`src/rtl/future_rk_sel.sv`:
```
// Purpose : round-key selector; splits the master key into subkeys and issues one round key per round.
// Latency : key_load -> first valid round key is 1 cycle; one key per cycle under back-to-back acceptance.
// Backpressure: rk_ready low holds rk_out/round_idx stable; rk_valid only drops after a handshake, rst or key_load.
//
// Ports:
//   clk, rst                  rising-edge clock, synchronous active-high reset
//   key_in, key_load          master key and its capture strobe (also restarts a running sequence)
//   rk_out, rk_valid, rk_ready  registered round key with valid/ready handshake
//   round_idx, last_round     0-based index of rk_out, high on the final round key
//   done, busy                one-cycle completion pulse, high while issuing keys
//
// Optional feature macro: FUTURE_RK_RC_EN
//   defined   : RK_i = SK[i mod NUM_SUBKEYS] ^ (i+1) in the low CNT_W bits
//   undefined : RK_i = SK[i mod NUM_SUBKEYS], no round constant logic is built
module future_rk_sel #(
   parameter int KEY_W       = 128,
   parameter int RK_W        = 64,
   parameter int NUM_SUBKEYS = 2,
   parameter int NUM_ROUNDS  = 10,
   parameter int CNT_W       = $clog2(NUM_ROUNDS + 1)
) (
   input  logic             clk,
   input  logic             rst,
   input  logic [KEY_W-1:0] key_in,
   input  logic             key_load,
   input  logic             rk_ready,
   output logic [RK_W-1:0]  rk_out,
   output logic             rk_valid,
   output logic [CNT_W-1:0] round_idx,
   output logic             last_round,
   output logic             done,
   output logic             busy
);

   localparam int               SK_W     = (NUM_SUBKEYS > 1) ? $clog2(NUM_SUBKEYS) : 1;
   localparam logic [CNT_W-1:0] LAST_IDX = CNT_W'(NUM_ROUNDS - 1);
   localparam logic [SK_W-1:0]  LAST_SK  = SK_W'(NUM_SUBKEYS - 1);

   typedef enum logic [1:0] {
      S_IDLE = 2'd0,
      S_RUN  = 2'd1,
      S_DONE = 2'd2
   } state_t;

   state_t           state;
   state_t           state_nxt;
   logic [RK_W-1:0]  sk [NUM_SUBKEYS];
   logic [SK_W-1:0]  sk_idx;
   logic [SK_W-1:0]  sk_nxt;
   logic             hs;
   logic             at_last;
   logic [RK_W-1:0]  rk_load_nxt;
   logic [RK_W-1:0]  rk_step_nxt;

   // ---------------- state register ----------------
   always_ff @(posedge clk) begin
      if (rst) begin
         state <= S_IDLE;
      end else begin
         state <= state_nxt;
      end
   end

   // ---------------- next-state logic ----------------
   always_comb begin
      state_nxt = state;
      case (state)
         S_IDLE: begin
            if (key_load) state_nxt = S_RUN;
         end
         S_RUN: begin
            // key_load restarts and takes precedence over a final handshake
            if (key_load)            state_nxt = S_RUN;
            else if (hs && at_last)  state_nxt = S_DONE;
         end
         S_DONE: begin
            state_nxt = key_load ? S_RUN : S_IDLE;
         end
         default: state_nxt = S_IDLE;
      endcase
   end

   // ---------------- output logic ----------------
   always_comb begin
      rk_valid   = (state == S_RUN);
      busy       = (state == S_RUN);
      done       = (state == S_DONE);
      last_round = (state == S_RUN) && (round_idx == LAST_IDX);
   end

   assign hs      = rk_valid & rk_ready;
   assign at_last = (round_idx == LAST_IDX);

   // Separate wrapping subkey counter so non-power-of-2 subkey counts work.
   assign sk_nxt = (sk_idx == LAST_SK) ? '0 : sk_idx + SK_W'(1);

   // Next round key candidates: on load the first subkey comes straight from
   // key_in (the subkey registers are being written in the same cycle).
   always_comb begin
      rk_load_nxt = key_in[KEY_W-1 -: RK_W];
      rk_step_nxt = sk[sk_nxt];
`ifdef FUTURE_RK_RC_EN
      // RC_i = i+1; round 0 uses 1, the next round after round_idx uses round_idx+2
      rk_load_nxt[CNT_W-1:0] = rk_load_nxt[CNT_W-1:0] ^ CNT_W'(1);
      rk_step_nxt[CNT_W-1:0] = rk_step_nxt[CNT_W-1:0] ^ (round_idx + CNT_W'(2));
`endif
   end

   // ---------------- datapath ----------------
   always_ff @(posedge clk) begin
      if (rst) begin
         for (int j = 0; j < NUM_SUBKEYS; j++) sk[j] <= '0;
         sk_idx    <= '0;
         round_idx <= '0;
         rk_out    <= '0;
      end else if (key_load) begin
         for (int j = 0; j < NUM_SUBKEYS; j++) sk[j] <= key_in[KEY_W-1-j*RK_W -: RK_W];
         sk_idx    <= '0;
         round_idx <= '0;
         rk_out    <= rk_load_nxt;
      end else if (hs) begin
         if (at_last) begin
            round_idx <= '0;
            sk_idx    <= '0;
         end else begin
            round_idx <= round_idx + CNT_W'(1);
            sk_idx    <= sk_nxt;
            rk_out    <= rk_step_nxt;
         end
      end
   end

endmodule

```
`config.mk`:
```
export PLATFORM = sky130hd
export DESIGN_NAME = future_rk_sel
export DESIGN_NICKNAME = d
export VERILOG_FILES = /design/src/rtl/future_rk_sel.sv
export SDC_FILE = /design/constraint.sdc
export NUM_CORES = 1
export LEC_CHECK = 0
export CAP_MARGIN = 30
export CORE_UTILIZATION = 50
export DETAILED_ROUTE_END_ITERATION = 6
export PLACE_DENSITY = 0.8
export SKIP_LAST_GASP = 1
export SYNTH_ARGS = -nofsm -noshare
export SYNTH_HDL_FRONTEND = slang
export SYNTH_SLANG_ARGS = --single-unit
```
`constraint.sdc`:
```
create_clock -name clk -period 3.6 [get_ports clk]
set_input_delay 0.72 -clock clk [delete_from_list [all_inputs] [get_ports clk]]
set_output_delay 0.72 -clock clk [all_outputs]
set_load 0.02 [all_outputs]
```
# Word-level counts from Yosys, hierarchy flattened
# Memories as Yosys holds them, arrays and structs flattened.
# Index checks and enable logic that the tools add are counted.
dict set report totals {
  regBits 71
  mem_bits_rw 128
  input_bits 132
  word_cells 41
  n_memories 1
}
dict set report classes {
  add_sub_neg 2
  eq_ne 6
  muxes 18
  bitwise_logic 3
  n_reduce_logical 7
}
# memory words width read_ports rd_clocked_by_memory_dff wr line_no
set mem_list {}
lappend mem_list {sk 2 64 1 0 2 47} ;# logic [RK_W-1:0] sk [NUM_SUBKEYS];
# cell count
set ops {}
lappend ops {{2-to-1 mux 64 bit} 5}
lappend ops {{2-to-1 mux 1 bit} 8}
lappend ops {{2-to-1 mux 2 bit} 3}
lappend ops {{one-hot mux 2 bit (3 select lines)} 1}
lappend ops {{adder 4 x 1 -> 4 bit (second input constant)} 1}
lappend ops {{equality test 4 bit (second input constant)} 1}
lappend ops {{2-to-1 mux 4 bit} 1}
lappend ops {{inequality test 2 bit (second input constant)} 2}
lappend ops {{AND reduction 2 bit} 2}
lappend ops {{inequality test 3 x 2 -> 1 bit (second input constant)} 1}
lappend ops {{equality test 2 x 1 -> 1 bit (second input constant)} 1}
lappend ops {{equality test 2 bit (second input constant)} 1}
lappend ops {{logical AND 1 bit} 2}
lappend ops {{zero test 2 bit} 1}
lappend ops {{OR 1 bit} 2}
lappend ops {{nonzero test 2 bit} 1}
lappend ops {{OR reduction 2 bit} 1}
lappend ops {{adder 1 bit (second input constant)} 1}
lappend ops {{AND 1 bit} 1}

# Depth between registers and ports, before layout
dict set report depth {
  word_depth 6
  mapped_depth 6
  mapped_depth_nobuf 4
}

# Least setup slack after synthesis
# Ideal clock, no wire load.
dict set report synth_timing {
  path_kind {input port to flip-flop}
  start {in rst}
  end {reg rk_out[15]}
  setup_ps 122
  arrival_ps 3179
  required_ps 3478
  slack_ps 299
  path_stages 6
  cell_sequence {buf_2 -> nor2_1 -> inv_2 -> buf_2 -> nor4_1 -> a311o_1}
}
# element line_no
set synth_rtl {}
lappend synth_rtl {{start, declared} 23} ;# input logic rst,
lappend synth_rtl {{end signal, assigned} 120} ;# rk_out <= rk_load_nxt;
lappend synth_rtl {{end signal, assigned} 128} ;# rk_out <= rk_step_nxt;
lappend synth_rtl {{end, declared} 27} ;# output logic [RK_W-1:0] rk_out,

# Worst setup path in the final report
dict set report layout_timing {
  start {reg round_idx[1]}
  end {out last_round}
}
dict set report layout_via {
  elab_chain_cells 2
}
# element line_no
set layout_lines {}
lappend layout_lines {{start, declared} 29} ;# output logic [CNT_W-1:0] round_idx,
lappend layout_lines {{start signal, assigned} 126} ;# round_idx <= round_idx + CNT_W'(1);
lappend layout_lines {{equality test 4 bit} 88} ;# last_round = (state == S_RUN) && (round_idx == LAST_IDX);
lappend layout_lines {{logical AND 1 bit} 88}
lappend layout_lines {{end, declared} 30} ;# output logic last_round,
# No other way between the ends.

==> impl_metrics.ini <==
[cts]
cts.path.max_buffers = 2
clk_pin_slew_ns = 0.07
root_buffer = clkbuf_16
ctsHtreeMaxLevel = 4
clock_latency_ns = 0.43
postCtsSetupRepairBufs = 0
numCtsBuffers = 17
tritoncts = done
holdBufCountCts = 0
cts_resized = 0
clock-sinks = 199

[finish]
final_area_mm2 = 0.0116
fillCellCount = 1235
syn_to_final_growth_pct = 30.7
layout_common_cells = 201 x clkdlybuf4s50_1, 129 x and2_1, 128 x edfxtp_1, 70 x dfxtp_1, 64 x nor4_1
fin_nets = 989
final_util_pct = 67.0
drive_above_1_share_pct = 13.6
final_common_cell = clkdlybuf4s50_1

[logic_synthesis]
synth-seq-area-share_pct = 59.2
syn-cell-area_mm2 = 0.00890
synth_cells = 689
synth-main-ff-cell = edfxtp_1
synth_cell_types = 32
ys_ff_latch = 199
avgSynthCellArea_um2 = 12.9
ys.warnings.count = 0
syn_nets = 821
ys_async_sr_fraction_pct = 0
synth_enable_flop_cells = 128

[route]
finalWirelength_um = 20900
drt_iter0_markers = 471
routedWlPerCell_um = 19.1
route.detailed.drc = 0
num_vias = 6190
vias_per_cell = 5.65
firstDrtPassIters = 4
drtAntennaViolNets = 0

[sta]
setup_viol = 0
grt_setup_unrepaired = false
fmax_ghz = 0.334
finalSetupTns_ns = 0
period_share_pct = 83.2
layout_min_cycle_time_ns = 2.99
fin_skew_ns = 0.00775
worstMarginPinSlew_ns = 1.03
relSlewSlack_pct = 31.7
finalHoldViolations = 0
slew_violations = 0

[setup_path]
crit_type = flop to output port
endpoint_kind = output port
critical_path.cell_chain = nor4bb_4 > and2_1 > clkdlybuf4s50_1
critPathSlowestCell = nor4bb_4
r2r.worst_path.cells = 4
worstReg2RegEnd = rk_out[33]
crit_path_max_fanout = 11
reg2reg_from = round_idx[1]
cp-start-kind = flop
reg2reg_slack_ns = 1.15
required_ns = 2.88
cpPeakStageDelay_ns = 0.65
arrival_ns = 2.27

[placed_design]
numPortBuffers = 203
place_congestion = 0.765
dp_hpwl_um = 12900
placed_cell_area_mm2 = 0.0110

[hold_path]
hp-start = rk_out[4]
hold_path_depth = 1
hp-class = flop to flop
holdPathEnd = rk_out[4]

[die]
start_util_pct = 51.3
die_x_um = 135
die_h_um = 135
core_area_mm2 = 0.0174
dieArea_mm2 = 0.0183
io_pins = 204
rows = 48

[power_and_ir_drop]
leakagePower_nw = 4.06
totalPowerFinal_w = 0.00529
powerDensity_mw_per_mm2 = 455
vdd_drop_max_uv = 333

[global_route]
grt_pass1_wl_um = 32500
grt_overflow = 0
grt.total_usage_pct = 23.2
grt_pass1_vias = 6320
grt_max_degree = 118
antenna_found_initial = 1

[flow_run]
maxCapViolCount = 0

[run_status]
status = complete, no violations
==> power breakdown <==
part	switching [W]	total (W)	internal [W]
registers	0.0000747	0.00268	0.00261
logic	0.000330	0.000702	0.000373
clock network	0.000823	0.00190	0.00108
total	0.00123	0.00529	0.00406
==> critical path: cells and delay by family (launching register included) <==
kind,cells,cell delay [ns]
flip-flops,1,0.39
AND/OR/NAND/NOR,2,0.86
buffers and inverters,1,0.59
==> Yosys cell counts (all sizes together) (2+ instances only) <==
cell type | count | share of area, %
nand2 | 2 | 0.084
and2 | 129 | 9.1
a21oi | 5 | 0.28
buf | 28 | 2.3
a2111oi | 36 | 6.2
nor2b | 41 | 2.9
or3 | 3 | 0.21
nor4 | 64 | 4.5
mux2i | 28 | 3.1
nor2 | 38 | 1.6
mux2 | 36 | 4.6
a311o | 28 | 3.1
inv | 2 | 0.084
edfxtp | 128 | 43
clkbuf | 38 | 1.6
nand3b | 2 | 0.17
o21ai | 2 | 0.11
dfxtp | 71 | 16
==> stage by stage <==
stage	cells	setup slack (ns)	hold WS (ns)
final	1096	0.606	0.500
after global routing	1096	0.463	0.524
after CTS	1095	0.592	0.498
after detailed placement	1063	0.991	0.483
after global placement	1062	0.988	0.477
after floorplan	689	0.299	0.540
==> cells by family (layout without fill, tap and decap cells) <==
kind of cell | Yosys count | count (layout) | synth area share, %
buffers and inverters | 68 | 249 | 4.02
muxes | 64 | 64 | 7.71
AOI/OAI and AO/OA | 74 | 74 | 10.0
other | 0 | 1 | 0
DFF | 199 | 199 | 59.2
and+or+nand+nor | 283 | 283 | 19.0
xor gates and xnor gates | 1 | 1 | 0.0984
==> routing by layer <==
metal  vias up  GRT usage, %  share of wire, %
li1       2918             -                 -
met1      3035          29.0                43
met2       207          40.0                51
met3        30          4.04               4.4
met4         0          9.05               2.1
met5         -             0                 0
==> registers in the layout (all words and copies together), names as in the netlist <==
name and flops:
sk 128, round_idx 4, rk_out 64, sk_idx 1, state 2
==> how the worst max path moves through the flow <==
stage / startpoint / endpoint / slack [ns] / cells past startpoint
floorplan: rst / rk_out[15] / 0.30 / 6
global placement: rk_ready / rk_out[28] / 0.99 / 4
detailed placement: rk_ready / rk_out[33] / 0.99 / 5
CTS: round_idx[1] / last_round / 0.59 / 3
global route: round_idx[3] / last_round / 0.46 / 3
finish: round_idx[1] / last_round / 0.61 / 3
==> layout make-up <==
| type | count | area (µm²) | share of cell area, % |
|---|---|---|---|
| flip-flops and latches | 199 | 5270 | 45.3 |
| multi-input cells | 422 | 3300 | 28.4 |
| repair buffers | 215 | 2170 | 18.7 |
| clock buffers | 20 | 467 | 4.01 |
| well taps | 225 | 282 | 2.42 |
| clock inverters | 12 | 125 | 1.08 |
| inverters | 2 | 12.5 | 0.108 |
| diodes | 1 | 2.50 | 0.0215 |
Note: power is estimated with default switching activity, not from simulation.
